===== config.mk =====
export PLATFORM = sky130hd
export DESIGN_NAME = instr_fetch_unit
export DESIGN_NICKNAME = d
export VERILOG_FILES = /design/src/rtl/riscv_pkg.sv /design/src/rtl/pc_next_logic.sv /design/src/rtl/instr_fetch_unit.sv
export SDC_FILE = /design/constraint.sdc
export NUM_CORES = 1
export LEC_CHECK = 0
export ABC_AREA = 1
export CAP_MARGIN = 40
export CORE_UTILIZATION = 47
export CTS_BUF_LIST = sky130_fd_sc_hd__clkbuf_2 sky130_fd_sc_hd__clkbuf_4 sky130_fd_sc_hd__clkbuf_8
export DETAILED_ROUTE_END_ITERATION = 10
export MAX_ROUTING_LAYER = met4
export PLACE_DENSITY = 0.84
export SLEW_MARGIN = 20
export SYNTH_ARGS = -nofsm -noshare
export SYNTH_HDL_FRONTEND = slang
export SYNTH_SLANG_ARGS = --single-unit

===== constraint.sdc =====
create_clock -name clk -period 2.6 [get_ports clk]
set_clock_uncertainty 0.1 [all_clocks]
set_input_delay 0.52 -clock clk [delete_from_list [all_inputs] [get_ports clk]]
set_output_delay 0.52 -clock clk [all_outputs]
set_load 0.01 [all_outputs]

===== src/rtl/riscv_pkg.sv =====
`default_nettype none
// ============================================================================
// Module      : riscv_pkg
// Description : Shared constants and types for the sequential RISC-V core:
//               major opcodes, the canonical NOP and the fetch FSM encoding.
//               The ERR fetch state exists only when MISALIGN_TRAP_EN is
//               defined.
// Revision    : 1.0 - initial release
// ============================================================================
package riscv_pkg;

    localparam logic [6:0]  OPC_RTYPE  = 7'b0110011;
    localparam logic [6:0]  OPC_LOAD   = 7'b0000011;
    localparam logic [6:0]  OPC_STORE  = 7'b0100011;
    localparam logic [6:0]  OPC_BRANCH = 7'b1100011;

    // addi x0, x0, 0
    localparam logic [31:0] NOP_INSTR  = 32'h00000013;

`ifdef MISALIGN_TRAP_EN
    typedef enum logic [1:0] {
        S_REQ  = 2'd0,
        S_WAIT = 2'd1,
        S_HOLD = 2'd2,
        S_ERR  = 2'd3
    } fetch_state_t;
`else
    typedef enum logic [1:0] {
        S_REQ  = 2'd0,
        S_WAIT = 2'd1,
        S_HOLD = 2'd2
    } fetch_state_t;
`endif

endpackage
`default_nettype wire


===== src/rtl/pc_next_logic.sv =====
`default_nettype none
// ============================================================================
// Module      : pc_next_logic
// Description : Combinational next-PC selection: sequential pc+4 (wrapping
//               modulo 2^XLEN) or the branch target. With MISALIGN_TRAP_EN
//               the raw target is passed through and a misalign flag is
//               produced; without it the target's low two bits are cleared.
// Revision    : 1.0 - initial release
// ============================================================================
module pc_next_logic
    import riscv_pkg::*;
#(
    parameter int XLEN = 64
) (
    input  logic [XLEN-1:0] i_pc,
    input  logic            i_branch_taken,
    input  logic [XLEN-1:0] i_branch_target,
`ifdef MISALIGN_TRAP_EN
    output logic            o_misalign,
`endif
    output logic [XLEN-1:0] o_next_pc
);

    logic [XLEN-1:0] w_seq_pc;
    logic [XLEN-1:0] w_target;

    // Natural overflow of the adder gives the required wrap to zero.
    assign w_seq_pc = i_pc + XLEN'(4);

`ifdef MISALIGN_TRAP_EN
    // Keep the raw target so the faulting address is visible in pc.
    assign w_target   = i_branch_target;
    assign o_misalign = i_branch_taken && (i_branch_target[1:0] != 2'b00);
`else
    // Word-align the target silently.
    assign w_target   = i_branch_target & ~XLEN'(3);
`endif

    assign o_next_pc = i_branch_taken ? w_target : w_seq_pc;

endmodule
`default_nettype wire


===== src/rtl/instr_fetch_unit.sv =====
`default_nettype none
// ============================================================================
// Module      : instr_fetch_unit
// Description : Fetch stage. Holds the PC, fetches one 32-bit instruction at
//               a time over a req/ready handshake and presents it until the
//               downstream datapath retires it, then advances sequentially
//               or to the branch target.
//               Optional feature macro: MISALIGN_TRAP_EN (sticky fetch_err
//               and absorbing ERR state on a misaligned taken branch).
// Revision    : 1.0 - initial release
// ============================================================================
module instr_fetch_unit
    import riscv_pkg::*;
#(
    parameter int              XLEN     = 64,
    parameter logic [XLEN-1:0] RESET_PC = '0
) (
    input  logic            clk,
    input  logic            rst_n,
    output logic            imem_req,
    output logic [XLEN-1:0] imem_addr,
    input  logic            imem_ready,
    input  logic [31:0]     imem_rdata,
    input  logic            instr_ready,
    input  logic            branch_taken,
    input  logic [XLEN-1:0] branch_target,
    output logic            instr_valid,
    output logic [31:0]     instr,
    output logic [XLEN-1:0] pc,
`ifdef MISALIGN_TRAP_EN
    output logic            fetch_err,
`endif
    output logic [6:0]      opcode
);

    fetch_state_t    r_state, w_state_nxt;
    logic [XLEN-1:0] r_pc, w_pc_nxt;
    logic [31:0]     r_instr, w_instr_nxt;
    logic            r_valid, w_valid_nxt;
    logic [XLEN-1:0] w_next_pc;
`ifdef MISALIGN_TRAP_EN
    logic            r_fetch_err, w_fetch_err_nxt;
    logic            w_misalign;
`endif

    pc_next_logic #(
        .XLEN            (XLEN)
    ) u_pc_next_logic (
        .i_pc            (r_pc),
        .i_branch_taken  (branch_taken),
        .i_branch_target (branch_target),
`ifdef MISALIGN_TRAP_EN
        .o_misalign      (w_misalign),
`endif
        .o_next_pc       (w_next_pc)
    );

    // State and datapath registers; async reset returns everything at once.
    always_ff @(posedge clk or negedge rst_n) begin
        if (!rst_n) begin
            r_state     <= S_REQ;
            r_pc        <= RESET_PC;
            r_instr     <= NOP_INSTR;
            r_valid     <= 1'b0;
`ifdef MISALIGN_TRAP_EN
            r_fetch_err <= 1'b0;
`endif
        end else begin
            r_state     <= w_state_nxt;
            r_pc        <= w_pc_nxt;
            r_instr     <= w_instr_nxt;
            r_valid     <= w_valid_nxt;
`ifdef MISALIGN_TRAP_EN
            r_fetch_err <= w_fetch_err_nxt;
`endif
        end
    end

    // Next-state and datapath update decode.
    always_comb begin
        w_state_nxt     = r_state;
        w_pc_nxt        = r_pc;
        w_instr_nxt     = r_instr;
        w_valid_nxt     = r_valid;
`ifdef MISALIGN_TRAP_EN
        w_fetch_err_nxt = r_fetch_err;
`endif
        case (r_state)
            S_REQ: begin
                w_state_nxt = S_WAIT;
            end
            S_WAIT: begin
                if (imem_ready) begin
                    w_instr_nxt = imem_rdata;
                    w_valid_nxt = 1'b1;
                    w_state_nxt = S_HOLD;
                end
            end
            S_HOLD: begin
                if (instr_ready) begin
                    w_valid_nxt = 1'b0;
                    w_pc_nxt    = w_next_pc;
`ifdef MISALIGN_TRAP_EN
                    if (w_misalign) begin
                        w_fetch_err_nxt = 1'b1;
                        w_state_nxt     = S_ERR;
                    end else begin
                        w_state_nxt     = S_REQ;
                    end
`else
                    w_state_nxt = S_REQ;
`endif
                end
            end
`ifdef MISALIGN_TRAP_EN
            S_ERR: begin
                w_state_nxt = S_ERR;
            end
`endif
            default: begin
                w_state_nxt = S_REQ;
            end
        endcase
    end

    // Request is a pure state decode, masked while reset is held so nothing
    // is requested before the first clock after release.
    assign imem_req    = rst_n && ((r_state == S_REQ) || (r_state == S_WAIT));
    assign imem_addr   = r_pc;
    assign pc          = r_pc;
    assign instr       = r_instr;
    assign instr_valid = r_valid;
    // Zero opcode while idle keeps control_unit at its all-zero default.
    assign opcode      = r_valid ? r_instr[6:0] : 7'b0000000;
`ifdef MISALIGN_TRAP_EN
    assign fetch_err   = r_fetch_err;
`endif

endmodule
`default_nettype wire


==> flow_summary.ini, run 1 <==
[timing]
fmax_mhz = 430
whs_ns = 0.173
setup_viol = 0
relSlewSlack_pct = 51.3
tightest_slew_ns = 0.730
finalSetupTns_ns = 0
final.min_clock_period_ns = 2.32
slew_viol_final = 0
rsz0062_at_grt = no
finalHoldViolations = 0
finalCritPeriodShare_pct = 89.4

[drt]
initialDrtViolationCount = 641
wl_um = 24300
post_drt_wl_per_cell_um = 16.2
drc = 0
ant_nets = 0
vias = 7886
drt_first_pass_iters = 5
viasPerCell = 5.26

[cts]
clk_path_buf_depth = 2
cts_resized = 0
cts_tree = done
post_cts_buffers = 0
clock-sinks = 97
cts_buffers = 9
ctsRootBufferMaster = clkbuf_8
worstSkewPairLatency_ns = 0.38
ctsHoldBuffers = 0
htreeDepth = 3
path_clk_slew_ns = 0.10

[pwr]
clockPowerShare_pct = 9.6
intPower_mw = 5.78
power_mw = 10.1
power_switching_share_pct = 42.9
seqPwrFrac_pct = 34.0
p_sw_mw = 4.35
leakage_nw = 4.53
p_comb_share_pct = 56.4
cellPowerDensity_nw_per_um2 = 1040
ir_drop_mv = 0.644

[worst_setup_path]
start_kind = flip-flop
cp_max_fo = 9
cp_data_required_time_ns = 1.98
crit_type = flip-flop to output port
r2r_slack_ns = 0.37
crit_arrival_ns = 1.70
cp-end-kind = output port

[placed_design]
placed_cells = 1484
gp_congestion = 0.992
port-buffer-count = 263
hpwl_um = 18700

[global_routing]
grt_pass1_vias = 7714
overflow = 0
grt_max_degree = 76
grt_usage_pct = 32.2
antenna_found_initial = 0
grt_pass1_wl_um = 38700

[flow_run]
drv_cap = 0

[finish]
fillers = 1383
mostFrequentLayoutCell = nand2_1
antenna_cells = 0
multiInputGateArea_sq_um = 3700
final_cell_mix = nand2_1 (363), clkdlybuf4s50_1 (262), nor2_1 (176), inv_1 (125), dfrtp_1 (94)
drive_above_1_share_pct = 7.39
nNetsFinal = 1409
layoutNonFillerInstCount = 1500
layout-area-overhead-vs-synth_pct = 34.6
seqCellArea_sq_um = 2430

[synthesis]
async_reset_ff_share_pct = 100
synth_edf_count = 0
seq_area_frac_synth_pct = 33.5
netlist_area_sq_um = 7260
syn_inst = 1117
ys_ff_latch = 97
syn_avg_cell_area_sq_um = 6.50
synth.distinct_cells = 40
synth-main-ff-cell = dfrtp_1
ys_warn_count = 0

[floorplan]
start_util_pct = 47.9
io_pins = 270
dieArea_sq_um = 15900
die_x_um = 126
placement_rows = 45
die_h_um = 126
core_sq_um = 15100

[run_status]
status = completed

[hold_path]
min_path_type = input pin to async pin
-- registers in the layout, indices dropped and copies added (netlist names) --
signal       count
imem_addr       62
instr           32
instr_valid      1
r_state          2
-- logic make-up (layout without fill, tap and decap cells) --
| kind of cell | count (synthesis) | after routing | synth area share [%] |
|---|---|---|---|
| simple gates | 660 | 660 | 38.1 |
| buf+inv | 227 | 419 | 15.6 |
| flops | 97 | 97 | 33.5 |
| compound gates | 96 | 96 | 7.26 |
| mux | 32 | 32 | 4.96 |
| xor+xnor | 3 | 3 | 0.362 |
| fa+ha+maj | 1 | 1 | 0.172 |
| other cells | 1 | 4 | 0.0517 |
-- stage by stage --
stage / utilization, % / worst slack (ns) / instance area [sq um]
CTS: 64.5 / 0.225 / 9770
finish: 64.5 / 0.276 / 9770
global route: 64.5 / 0.195 / 9770
floorplan: - / 0.733 / 7270
global placement: 63.3 / 0.452 / 9590
detailed placement: 63.3 / 0.382 / 9590
-- cell type report --
cell class / instances / area share (%)
clock inverters: 4 / 0.282
flip-flops and latches: 97 / 24.9
clock buffers: 12 / 1.56
repair buffers: 274 / 28.0
multi-input cells: 796 / 37.9
well taps: 188 / 2.41
inverters: 129 / 4.95
-- final timing paths --
check | from | to | cells after the start
max in group asynchronous | rst_n | imem_addr[58] | 3
min reg2reg | r_state[1] | r_state[0] | 1
min | rst_n | imem_addr[23] | 2
max | instr_valid | opcode[6] | 3
min in group clk | r_state[1] | r_state[0] | 1
max reg2reg | imem_addr[3] | imem_addr[22] | 9
-- power groups by stage --
stage          combinational (mW)  clock, mW  sequential, mW
3_5_place_dp                 5.72          0            3.45
2_1_floorplan                2.84          0            3.41
6_report                     5.71      0.968            3.44
4_1_cts                      5.74      0.987            3.43
3_3_place_gp                 5.59          0            3.41
5_1_grt                      6.20       1.03            3.56
-- synth_stat cells (2+ instances only) --
library cell | n | share of area (%)
a21oi_1 | 36 | 2.5
a31oi_1 | 2 | 0.17
buf_1 | 3 | 0.16
buf_2 | 9 | 0.62
buf_4 | 70 | 7.2
clkbuf_1 | 15 | 0.78
dfrtp_1 | 94 | 32
dfstp_2 | 3 | 1.1
inv_1 | 125 | 6.5
inv_2 | 3 | 0.16
mux2_2 | 32 | 5.0
nand2_1 | 363 | 19
nand2_2 | 4 | 0.34
nand2_4 | 3 | 0.47
nand3_1 | 73 | 5.0
nand3_2 | 4 | 0.55
nand4_1 | 13 | 1.1
nor2_1 | 176 | 9.1
nor2_2 | 9 | 0.78
nor2_4 | 6 | 0.93
nor3_1 | 7 | 0.48
o21ai_0 | 32 | 2.2
o21ai_1 | 8 | 0.55
o22ai_1 | 9 | 0.78
o31ai_1 | 2 | 0.21
xor2_1 | 2 | 0.24
-- worst max-delay path, stage by stage, from the launching register on --
cell and delay, ns:
dfrtp_1 0.56, nand2_1 0.10, inv_1 0.12, clkdlybuf4s50_1 0.55
-- per-layer routing --
metal	part of all wire [%]	GRT usage, %
met5	0	-
met4	4.0	14.5
met3	8.3	6.33
met2	48	53.1
met1	40	38.1
(Power assumes the default switching activity.)
==> inputs of run 2 (changes only) <==
--- a/config.mk
+++ b/config.mk
@@ -10,6 +10,7 @@
 export CORE_UTILIZATION = 47
 export CTS_BUF_LIST = sky130_fd_sc_hd__clkbuf_2 sky130_fd_sc_hd__clkbuf_4 sky130_fd_sc_hd__clkbuf_8
 export DETAILED_ROUTE_END_ITERATION = 10
+export HOLD_SLACK_MARGIN = 0.12
 export MAX_ROUTING_LAYER = met4
 export PLACE_DENSITY = 0.84
 export SLEW_MARGIN = 20
==> results of run 2 <==
Same layout as run 1: the final DEF is identical, and so are final timing and power.
==> patch (flow settings as in run 2) <==
Re-encode `fetch_state_t` (3 states) as one-hot, 3 bits wide.
--- a/src/rtl/riscv_pkg.sv
+++ b/src/rtl/riscv_pkg.sv
@@ -25,10 +25,10 @@
         S_ERR  = 2'd3
     } fetch_state_t;
 `else
-    typedef enum logic [1:0] {
-        S_REQ  = 2'd0,
-        S_WAIT = 2'd1,
-        S_HOLD = 2'd2
+    typedef enum logic [2:0] {
+        S_REQ  = 3'b001,
+        S_WAIT = 3'b010,
+        S_HOLD = 3'b100
     } fetch_state_t;
 `endif
 
Formal check against the unedited RTL: same outputs for any inputs over 4 cycles, from zero or initial values and one cycle with rst_n low; so few cycles prove little.
==> patch against run 2 <==
Routed wire length increased by 1.6%. Core utilization increased by 0.93 points. Hold slack got worse by 0.069 ns. Critical path depth unchanged. Non-clock buffer count unchanged. Worst setup slack better by 0.053 ns. Global-route usage decreased by 0.19 points. Cell count up 3.5%. Sequential cell count up 1. Area after synthesis increased by 2.1%. Cell area increased by 2.6%. Maximum frequency increased by 2.3%. Total power fell by 11%. Highest routed layer unchanged.
==> patch: results (changes against run 2) <==
Run status
  • Status: finished clean

Placement
  • Post-DP HPWL: 19.2 mm (+2.9%)
  • GP Congestion: 0.979 (-1.3%)
  • Pre-CTS WS: 0.447 ns (+0.0645 ns)

Clocking
  • Clock Latency Late Sink: 0.40 ns (+0.02 ns)
  • Setup Fix Bufs, Post-CTS: 0 (unchanged)
  • Num CTS Buffers: 9 (unchanged)
  • Root buffer cell: clkbuf_8

Route
  • TritonRoute pass-1 iters: 7 (+2)
  • Vias per cell: 5.14 (-2.1%)
  • Initial DRC count: 657 (+2.5%)

Worst setup path
  • CP arrival: 1.65 ns (-0.05 ns)
  • Worst flop-to-flop path endpoint: imem_addr[28]$_DFFE_PN0P_
  • R2R depth: 10 (+1)
  • R2r setup slk: 0.41 ns (+0.04 ns)
  • Critical Path Fanout Max: 9 (unchanged)

Pwr
  • VDD IR max: 0.000738 V (+15%)
  • Pleak: 4.65 nW (+2.5%)
  • Int Pwr: 5.25 mW (-9.1%)

Global routing
  • Vias in the first global route: 7,695 (-0.25%)
  • Largest net degree at the start of global routing: 99 (+30%)
  • GRT Total Usage: 0.321 (-0.00186)
  • First-pass GRT wire length: 39.1 mm (+1.1%)

STA
  • Worst hold slack: 0.104 ns (-0.0691 ns)
  • Worst slew margin: 0.636 (+0.123)

Layout
  • Fraction of layout cells with a size suffix above 1: 0.0768 (+0.00288)
  • Final net count: 1,438 (+2.1%)

Yosys
  • Sequential fraction of the synthesis area: 0.332 (-0.00319)
  • Main synth FF type: dfrtp_1
  • Synth unique cells: 37 (-7.5%)
  • Adder-cell share of the synthesized area: 0.00169 (-0.0000347)
  • Post-synthesis xor/xnor area fraction: 0 (-0.00362)
  • Largest cells by area after synthesis: dfrtp_1 (32%), nand2_1 (19%), nor2_1 (8.6%)
  • Multiplexer share of the synthesized area: 0.0486 (-0.000998)
  • Compound-gate portion of the synthesized area: 0.0698 (-0.00281)
==> patch: through the flow <==
stage,cell area [sq um],instances
global route,10000,1552
global placement,9820,1536
finish,10000,1552
floorplan,7420,1148
detailed placement,9820,1536
CTS,10000,1552
==> patch: cell families after synthesis <==
family | Yosys count
AOI/OAI and AO/OA | 96
adders and majority gates | 1
buffers and inverters | 234
DFF | 98
muxes | 32
other | 1
and+or+nand+nor | 683
==> patch: timing repair <==
| action | 4_1_cts | 5_1_grt |
|---|---|---|
| setup endpoints to repair | 0 | 1 |
| hold buffers | 0 | 0 |
| resized for setup | 0 | 2 |
==> patch: how the worst max path moves through the flow <==
stage                     slack, ns  cells past startpoint                   endpoint
after floorplan                0.82                     10  imem_addr[28]$_DFFE_PN0P_
after global placement         0.48                     10  imem_addr[28]$_DFFE_PN0P_
after detailed placement       0.45                     10  imem_addr[28]$_DFFE_PN0P_
after CTS                      0.04                      4                   imem_req
after global routing           0.17                     10  imem_addr[44]$_DFFE_PN0P_
final                          0.33                      3                  opcode[5]
==> patch: final cells by class <==
| type | count | area (sq um) |
|---|---|---|
| Fill cell | 1393 | 5290 |
| Timing Repair Buffer | 274 | 2770 |
| Clock buffer | 9 | 124 |
| Clock inverter | 7 | 72.6 |
| Tap cell | 211 | 264 |
| Multi-Input combinational cell | 816 | 3830 |
| Inverter | 137 | 514 |
| Sequential cell | 98 | 2460 |
==> patch: critical path, stage by stage, from the launching register on <==
cell and delay [ns]:
dfrtp_1 0.53, nand2_1 0.12, inv_1 0.08, clkdlybuf4s50_1 0.54
==> patch: power by group through the flow <==
| stage | Sequential, mW | Clock [mW] | Combinational, mW |
|---|---|---|---|
| after floorplan | 3.21 | 0 | 2.23 |
| after global placement | 3.20 | 0 | 4.64 |
| after detailed placement | 3.23 | 0 | 4.75 |
| after CTS | 3.20 | 1.03 | 4.78 |
| after global routing | 3.32 | 1.08 | 5.13 |
| final | 3.22 | 1.02 | 4.75 |
==> patch: routing by layer <==
layer / up-vias / wire, um / global-route usage
met5: - / 0 / -
met4: 0 / 847 / 0.130
met3: 53 / 1870 / 0.0620
met2: 374 / 11900 / 0.527
met1: 3671 / 10100 / 0.386
li1: 3886 / - / -
